## src/rtl/vga_sync_monitor.sv

```systemverilog
// vga_sync_monitor
//   Receive-side checker for the TinyVGA PMOD stream. Decodes HSYNC/VSYNC from a
//   registered copy of vga_in, measures line period and lines per frame, flags
//   timing errors (sticky), asserts lock after two consecutive good frames and
//   optionally signs each frame's active pixels.
//   Optional feature macro: VGA_MON_CRC_EN
//     defined   -> CRC-16-CCITT (poly 0x1021, seed 0xFFFF) over active pixels
//     undefined -> no CRC logic, frame_crc tied to zero
module vga_sync_monitor #(
    parameter int H_TOTAL  = 800,
    parameter int H_START  = 144,
    parameter int H_ACTIVE = 640,
    parameter int V_TOTAL  = 525,
    parameter int V_START  = 35,
    parameter int V_ACTIVE = 480,
    parameter bit SYNC_NEG = 1'b1
) (
    input  logic        clk,
    input  logic        rst_n,
    input  logic [7:0]  vga_in,
    input  logic        clear,
    output logic        locked,
    output logic        frame_done,
    output logic [11:0] h_period,
    output logic [10:0] v_lines,
    output logic [15:0] frame_crc,
    output logic [7:0]  frame_count,
    output logic        err_h,
    output logic        err_v
);

    localparam logic [11:0] H_TOTAL_W = 12'(H_TOTAL);
    localparam logic [11:0] TIMEOUT_W = 12'(2 * H_TOTAL);
    localparam logic [10:0] V_TOTAL_W = 11'(V_TOTAL);

    // Registered input sample and previous sync levels for edge detection
    logic [7:0]  vga_r;
    logic        hs_prev_r;
    logic        vs_prev_r;

    // Counters and measurement state
    logic [11:0] h_cnt_r;
    logic [10:0] v_cnt_r;
    logic        seen_hs_r;
    logic        seen_vs_r;
    logic        good_run_r;
    logic        h_err_frame_r;

    // Output registers
    logic        locked_r;
    logic        frame_done_r;
    logic [11:0] h_period_r;
    logic [10:0] v_lines_r;
    logic [7:0]  frame_count_r;
    logic        err_h_r;
    logic        err_v_r;

    // Decoded events
    logic        hs_start_s;
    logic        vs_start_s;
    logic [11:0] h_len_s;
    logic        h_mismatch_s;
    logic        timeout_s;
    logic        h_evt_s;
    logic        frame_s;
    logic        frame_good_s;

    // Input register plus one-deep history of the two sync pins
    always_ff @(posedge clk or negedge rst_n) begin
        if (!rst_n) begin
            vga_r     <= 8'h00;
            hs_prev_r <= 1'b0;
            vs_prev_r <= 1'b0;
        end else begin
            vga_r     <= vga_in;
            hs_prev_r <= vga_r[7];
            vs_prev_r <= vga_r[3];
        end
    end

    // Sync-start edge detection and per-cycle timing events
    always_comb begin
        hs_start_s   = 1'b0;
        vs_start_s   = 1'b0;
        if (SYNC_NEG) begin
            hs_start_s = hs_prev_r & ~vga_r[7];
            vs_start_s = vs_prev_r & ~vga_r[3];
        end else begin
            hs_start_s = ~hs_prev_r & vga_r[7];
            vs_start_s = ~vs_prev_r & vga_r[3];
        end
        h_len_s      = h_cnt_r + 12'd1;
        h_mismatch_s = hs_start_s & seen_hs_r & (h_len_s != H_TOTAL_W);
        // h_cnt passes the timeout value only once per stall, so this fires once
        timeout_s    = (h_cnt_r == TIMEOUT_W);
        h_evt_s      = h_mismatch_s | timeout_s;
        frame_s      = vs_start_s & seen_vs_r;
        // a line error in the closing cycle still belongs to the frame just ended
        frame_good_s = (v_cnt_r == V_TOTAL_W) & ~h_err_frame_r & ~h_evt_s;
    end

    // Horizontal and vertical position counters, both saturating
    always_ff @(posedge clk or negedge rst_n) begin
        if (!rst_n) begin
            h_cnt_r <= 12'd0;
            v_cnt_r <= 11'd0;
        end else begin
            if (hs_start_s) begin
                h_cnt_r <= 12'd0;
            end else if (h_cnt_r != 12'hFFF) begin
                h_cnt_r <= h_cnt_r + 12'd1;
            end else begin
                h_cnt_r <= h_cnt_r;
            end
            if (vs_start_s) begin
                v_cnt_r <= hs_start_s ? 11'd1 : 11'd0;
            end else if (hs_start_s && (v_cnt_r != 11'h7FF)) begin
                v_cnt_r <= v_cnt_r + 11'd1;
            end else begin
                v_cnt_r <= v_cnt_r;
            end
        end
    end

    // Line period measurement and sticky horizontal error
    always_ff @(posedge clk or negedge rst_n) begin
        if (!rst_n) begin
            seen_hs_r  <= 1'b0;
            h_period_r <= 12'd0;
            err_h_r    <= 1'b0;
        end else if (clear) begin
            seen_hs_r  <= 1'b0;
            err_h_r    <= 1'b0;
        end else begin
            if (hs_start_s) begin
                seen_hs_r <= 1'b1;
                if (seen_hs_r) begin
                    h_period_r <= h_len_s;
                end
            end
            if (h_evt_s) begin
                err_h_r <= 1'b1;
            end
        end
    end

    // Frame measurement, lock tracking and sticky vertical error
    always_ff @(posedge clk or negedge rst_n) begin
        if (!rst_n) begin
            seen_vs_r     <= 1'b0;
            good_run_r    <= 1'b0;
            h_err_frame_r <= 1'b0;
            locked_r      <= 1'b0;
            frame_done_r  <= 1'b0;
            v_lines_r     <= 11'd0;
            frame_count_r <= 8'd0;
            err_v_r       <= 1'b0;
        end else if (clear) begin
            seen_vs_r     <= 1'b0;
            good_run_r    <= 1'b0;
            h_err_frame_r <= 1'b0;
            locked_r      <= 1'b0;
            frame_done_r  <= 1'b0;
            frame_count_r <= 8'd0;
            err_v_r       <= 1'b0;
        end else begin
            frame_done_r <= frame_s;
            if (vs_start_s) begin
                seen_vs_r     <= 1'b1;
                h_err_frame_r <= 1'b0;
            end else if (h_evt_s) begin
                h_err_frame_r <= 1'b1;
            end
            if (frame_s) begin
                v_lines_r     <= v_cnt_r;
                frame_count_r <= frame_count_r + 8'd1;
                if (v_cnt_r != V_TOTAL_W) begin
                    err_v_r <= 1'b1;
                end
                if (frame_good_s) begin
                    good_run_r <= 1'b1;
                    if (good_run_r) begin
                        locked_r <= 1'b1;
                    end
                end else begin
                    good_run_r <= 1'b0;
                    locked_r   <= 1'b0;
                end
            end
            // a stalled line drops lock at once, not at the next frame edge
            if (timeout_s) begin
                locked_r <= 1'b0;
            end
        end
    end

`ifdef VGA_MON_CRC_EN
    localparam logic [11:0] H_START_W = 12'(H_START);
    localparam logic [11:0] H_END_W   = 12'(H_START + H_ACTIVE);
    localparam logic [10:0] V_START_W = 11'(V_START);
    localparam logic [10:0] V_END_W   = 11'(V_START + V_ACTIVE);

    logic [15:0] crc_r;
    logic [15:0] frame_crc_r;
    logic [5:0]  px_s;
    logic        active_s;

    // Shift one 6-bit pixel MSB first through CRC-16-CCITT
    function automatic logic [15:0] crc16_px(input logic [15:0] crc_in, input logic [5:0] px);
        logic [15:0] c;
        logic        fb;
        c = crc_in;
        for (int i = 5; i >= 0; i--) begin
            fb = c[15] ^ px[i];
            c  = {c[14:0], 1'b0} ^ (fb ? 16'h1021 : 16'h0000);
        end
        return c;
    endfunction

    // Pixel reorder to {R1,R0,G1,G0,B1,B0} and active-window decode
    always_comb begin
        px_s     = {vga_r[0], vga_r[4], vga_r[1], vga_r[5], vga_r[2], vga_r[6]};
        active_s = (h_cnt_r >= H_START_W) && (h_cnt_r < H_END_W) &&
                   (v_cnt_r >= V_START_W) && (v_cnt_r < V_END_W);
    end

    // Running CRC, reseeded on every VSYNC start edge
    always_ff @(posedge clk or negedge rst_n) begin
        if (!rst_n) begin
            crc_r <= 16'hFFFF;
        end else if (vs_start_s) begin
            crc_r <= 16'hFFFF;
        end else if (active_s) begin
            crc_r <= crc16_px(crc_r, px_s);
        end else begin
            crc_r <= crc_r;
        end
    end

    // Capture the finished frame's CRC; clear suppresses the frame edge
    always_ff @(posedge clk or negedge rst_n) begin
        if (!rst_n) begin
            frame_crc_r <= 16'h0000;
        end else if (frame_s && !clear) begin
            frame_crc_r <= crc_r;
        end else begin
            frame_crc_r <= frame_crc_r;
        end
    end

    assign frame_crc = frame_crc_r;
`else
    assign frame_crc = 16'h0000;
`endif

    assign locked      = locked_r;
    assign frame_done  = frame_done_r;
    assign h_period    = h_period_r;
    assign v_lines     = v_lines_r;
    assign frame_count = frame_count_r;
    assign err_h       = err_h_r;
    assign err_v       = err_v_r;

endmodule

```

## config.mk

```make
export PLATFORM = sky130hd
export DESIGN_NAME = vga_sync_monitor
export DESIGN_NICKNAME = d
export VERILOG_FILES = /design/src/rtl/vga_sync_monitor.sv
export SDC_FILE = /design/constraint.sdc
export NUM_CORES = 1
export LEC_CHECK = 0
export CAP_MARGIN = 10
export CORE_ASPECT_RATIO = 0.7
export CORE_MARGIN = 5
export CORE_UTILIZATION = 35
export DETAILED_ROUTE_END_ITERATION = 16
export HOLD_SLACK_MARGIN = 0.12
export PLACE_DENSITY_LB_ADDON = 0.1
export SLEW_MARGIN = 25
export SYNTH_ARGS = -nofsm -noshare
export SYNTH_HDL_FRONTEND = slang
export SYNTH_SLANG_ARGS = --single-unit
```

## constraint.sdc

```tcl
create_clock -name clk -period 5.83 [get_ports clk]
set_input_delay 0.8745 -clock clk [delete_from_list [all_inputs] [get_ports clk]]
set_output_delay 0.8745 -clock clk [all_outputs]
set_load 0.05 [all_outputs]
```

Yosys cells after proc, flatten, opt, wreduce, memory -nomap -nowiden
Cells that the tools add are included.

$add $sub $neg: 3. Equality and inequality tests: 7. Mux-type cells: 27. Bitwise logic cells: 13. Reductions and logical operators: 14.

Operators with widths (number): 12-bit 2-to-1 mux (2); 11-bit 2-to-1 mux (2); 1-bit 2-to-1 mux (21); 8-bit 2-to-1 mux (2); 2-bit nonzero test (7); 12-bit by 1-bit adder with 12-bit output (second input constant) (1); 12-bit by 11-bit equality test with 1-bit output (second input constant) (1); 12-bit by 10-bit != test with 1-bit output (second input constant) (1); 12-bit != test (second input constant) (1); 11-bit by 1-bit adder with 11-bit output (second input constant) (1); 11-bit by 10-bit equality test with 1-bit output (second input constant) (1); 11-bit by 10-bit != test with 1-bit output (second input constant) (1); 11-bit != test (second input constant) (1); 8-bit by 1-bit adder with 8-bit output (second input constant) (1); 1-bit AND (7); 2-bit AND reduction (3); 3-bit nonzero test (2); 1-bit NOT (5); 4-bit != test (second input constant) (1); 3-bit AND reduction (1); 1-bit logical AND (1); 1-bit bitwise OR (1).

Bits in registers: 72.

Longest topological paths before layout
Word-level depth: 11. Mapped depth: 7. Gate-level depth less buffers: 7.

Worst setup path after synthesis
Ideal clock, no wire load.

Path kind: register to register. From: reg h_cnt_r[0]. To: reg locked_r (netlist: locked). Library setup time: 0.111 ns. Data arrival time: 2.105 ns. Required time: 5.719 ns. Setup slack: 3.613 ns. Cell stages (with the launch flop): 8. Path buffers: 0. Period minus slack after synthesis: 2.217 ns. Cells stage by stage: dfrtp_1 > ha_1 > a21boi_0 > a21o_1 > a41oi_1 > nand4b_1 > a311o_1 > a2111oi_2.

Cells in the longest elaborated chain, start to end: 10. Elaborated cells between the ends (all ways): 14.

RTL lines: start: declaration (RTL line 42) `logic [11:0] h_cnt_r;`; start signal: assignment (RTL line 111) `h_cnt_r <= h_cnt_r + 12'd1;`; start signal: assignment (RTL line 113) `h_cnt_r <= h_cnt_r;`; 12-bit by 1-bit adder with 12-bit output (RTL line 92) `h_len_s = h_cnt_r + 12'd1;`; 12-bit by 10-bit != test with 1-bit output (RTL line 93) `h_mismatch_s = hs_start_s & seen_hs_r & (h_len_s != H_TOTAL_W);`; 1-bit AND (RTL line 93); 1-bit bitwise OR (RTL line 96) `h_evt_s = h_mismatch_s | timeout_s;`; 1-bit NOT (RTL line 99) `frame_good_s = (v_cnt_r == V_TOTAL_W) & ~h_err_frame_r & ~h_evt_s;`; 1-bit AND (RTL line 99); 1-bit 2-to-1 mux (RTL line 180) `if (frame_good_s) begin`; 1-bit 2-to-1 mux (RTL line 174) `if (frame_s) begin`; 1-bit 2-to-1 mux (RTL line 191) `if (timeout_s) begin`; 1-bit 2-to-1 mux (RTL line 158) `end else if (clear) begin`; end signal: assignment (RTL line 162) `locked_r <= 1'b0;`; end signal: assignment (RTL line 183) `locked_r <= 1'b1;`; end signal: assignment (RTL line 192) `locked_r <= 1'b0;`; end: declaration (RTL line 50) `logic locked_r;`.

Several ways; a longest one is shown, not always the timed one. The select of a mux whose other input is x is not followed. A chain may end at the register's enable or synchronous reset.

Worst setup path after layout
From: reg h_cnt_r[1]. To: reg locked_r (netlist: locked).

Same word-level chain as after synthesis.

==> summary.md <==
| Metric | Value |
|---|---|
| Initial core utilization | 35.3% |
| Hold slack | 0.399 ns |
| Total power | 1.35 mW |
| Inst Count DP | 460 |
| Nets | 364 |
| Post-synth EDFFs | 0 |
| Crit share post-route | 45.0% |
| Worst slew pin tran | 0.849 ns |
| Fmax | 0.381 GHz |
| Synthesis warning total | 0 |
| Drt pass-1 iters | 4 |
| Worst setup slack after layout | 3.21 ns |
| Final cell count without fillers | 475 |
| Sink Count | 66 |
| Clock Skews | 0.00626 ns |
| Final instance area | 3880 um2 |
| Row cnt | 29 |
| CP Buf/Inv Count | 0 |
| Max IR drop VDD | 0.239 mV |
| Post-CTS resize count | 0 |
| Post-Synthesis Cell Area | 3170 um2 |
| IO Pins | 62 |
| Cell with the largest stage delay on the worst path | dfrtp_1 |
| Die Height | 89.6 um |
| Library cells used by synthesis | 46 |
| H-tree lvl count | 3 |
| Hpwl dp | 4550 um |
| Via density | 4.77 |
| Routability cong. | 0.869 |
| Routed Antenna Nets | 0 |
| CP Launch Type | flop |
| IO buf count | 39 |
| Vias in the first global route | 2,143 |
| Worst EP required | 6.05 ns |
| Clk Latency, worst-skew pair | 0.33 ns |
| GRT Overall Usage | 13.5% |
| Routed len/inst | 14.3 um |
| Diode count | 0 |
| Vias | 2,268 |
| Max cap viols | 0 |
| Syn Inst Count | 309 |
| Final Hold Viols | 0 |
| Gr ovfl total | 0 |
| Layout cell share with drive strength beyond 1 | 11.4% |
| RSZ-0062 raised after global routing | no |
| Clk slew on worst S/H paths | 0.05 ns |
| Post-CTS Setup Repair Bufs | 0 |
| CP top delay family | compound AO/OA/AOI/OAI gates |
| TritonCTS Buffers | 9 |
| Setup TNS | 0 ns |
| Die Footprint | 11,100 um2 |
| Max_slew headroom | 43.4% |
| Largest net degree at the start of global routing | 67 |
| HP Class | reg2reg |
| Setup violations, final | 0 |
| Leak | 1.68 nW |
| Crit-path max cell delay | 0.50 ns |
| First-pass GRT wire length | 11,300 um |
| Post-route DRC | 0 |
| DR iter-0 viols | 160 |
| Status | complete, no violations |
| Drt total wl | 6780 um |
| Seq/Total Area, Yosys | 52.2% |
| Min cycle time layout | 2.62 ns |
| Slew Limit Fails | 0 |
| CTS Hold Bufs | 0 |
| Crit path DAT | 2.84 ns |
| Avg Cell Area, Syn | 10.2 um2 |
| CTS tree | built |
| DP Worst Slack | 2.93 ns |
| Synthesis-to-layout area growth | 22.7% |
| Root buf cell | clkbuf_16 |
| Ys async rst share | 100% |
| CTS Buffer Depth | 2 |
| Power Density | 347 nW/um2 |
| Crit Path Max Fanout | 8 |
| Area after DPL | 3610 um2 |
| Fin util | 43.3% |
| CORE AREA | 8960 um2 |
| Die width | 124 um |
| Prevailing post-synth register cell | dfrtp_1 |
| Antenna violations before repair | 0 |
| Crit end category | flop |
| Crit path cell chain | ha_1, a21boi_0, a21o_1, a41oi_1, nand4b_1, a311o_1, a2111oi_2 |
| Post-synthesis register bit count | 66 |
| CP Class | reg2reg |
[final cells by class]
class,instances,area (um2)
Fill cell,872,5080
Sequential cell,66,1650
Multi-Input combinational cell,217,1350
Timing Repair Buffer,43,415
Clock buffer,12,256
Tap cell,124,155
Inverter,10,37.5
Clock inverter,3,15.0
[where the power goes]
group | switching [mW] | leakage (nW) | total [mW] | internal [mW]
sequential | 0.0464 | 0.874 | 0.550 | 0.503
combinational | 0.208 | 0.666 | 0.308 | 0.0998
clock | 0.186 | 0.138 | 0.492 | 0.306
total | 0.440 | 1.68 | 1.35 | 0.909
[layout by cell type (no fill, tap or decap), types with 2 or more instances in the layout]
master            n
or3_1             2
nor4b_1           2
ha_1              6
nor2b_1           4
mux2_2           13
conb_1           16
inv_1            10
nor2_1           39
o21ai_0          15
clkbuf_16         9
xor2_1           16
nand3_1          10
nand2_1          17
a31oi_1           3
buf_4             4
clkinv_2          3
clkdlybuf4s50_1  38
nand4_1          10
a21oi_1          19
clkbuf_8          2
dfrtp_1          66
or4_1             3
nor3_1            4
xnor2_1           9
and3_1            5
[cells in the mapped netlist (2+ instances only)]
library cell | instances | area (um2)
inv_1 | 10 | 37.5
buf_2 | 2 | 10.0
nor2b_1 | 4 | 25.0
buf_4 | 17 | 128
xor2_1 | 16 | 140
nor2_1 | 40 | 150
clkbuf_1 | 12 | 45.0
nand2_1 | 17 | 63.8
a31oi_1 | 3 | 18.8
nand3_1 | 10 | 50.1
and3_1 | 5 | 31.3
nor4b_1 | 2 | 17.5
dfrtp_1 | 66 | 1650
mux2_2 | 13 | 146
a21oi_1 | 19 | 95.1
or3_1 | 2 | 12.5
xnor2_1 | 9 | 78.8
or4_1 | 3 | 22.5
nor3_1 | 4 | 20.0
nand4_1 | 10 | 62.6
o21ai_0 | 15 | 75.1
ha_1 | 6 | 75.1
[worst paths after layout]
kind                            start             end  slack [ns]  depth (start not counted)
max reg2reg                h_cnt_r[1]          locked        3.21                          7
max                        h_cnt_r[1]          locked        3.21                          7
min                          vga_r[3]       vs_prev_r        0.40                          0
max in group asynchronous       rst_n  frame_count[4]        4.54                          2
min reg2reg                  vga_r[3]       vs_prev_r        0.40                          0
min in group asynchronous       rst_n     h_period[8]        0.73                          2
[cell families after synthesis]
group	share of synthesized area, %
buffers and inverters	6.95
adder cells (fa/ha/maj)	2.37
XOR/XNOR	6.91
AND/OR/NAND/NOR	17.5
other	0.118
flip-flops	52.2
multiplexers	4.62
AO/OA/AOI/OAI	9.32
[layer usage]
| layer | wire length, um | track usage (%) | vias to the layer above | part of all wire [%] |
|---|---|---|---|---|
| li1 | - | - | 1118 | - |
| met1 | 3560 | 20.0 | 1091 | 53 |
| met2 | 2760 | 17.7 | 52 | 41 |
| met3 | 412 | 5.70 | 7 | 6.1 |
| met4 | 47 | 3.92 | 0 | 0.69 |
| met5 | 0 | 0 | - | 0 |
[sequential cells by signal (all words and copies together) (netlist names)]
| name | count |
|---|---|
| vga_r | 2 |
| frame_done | 1 |
| h_err_frame_r | 1 |
| locked | 1 |
| v_lines | 11 |
| err_v | 1 |
| err_h | 1 |
| h_period | 12 |
| v_cnt_r | 11 |
| frame_count | 8 |
| seen_vs_r | 1 |
| vs_prev_r | 1 |
| good_run_r | 1 |
| h_cnt_r | 12 |
| seen_hs_r | 1 |
| hs_prev_r | 1 |
Power figures use the tool's default switching activity.
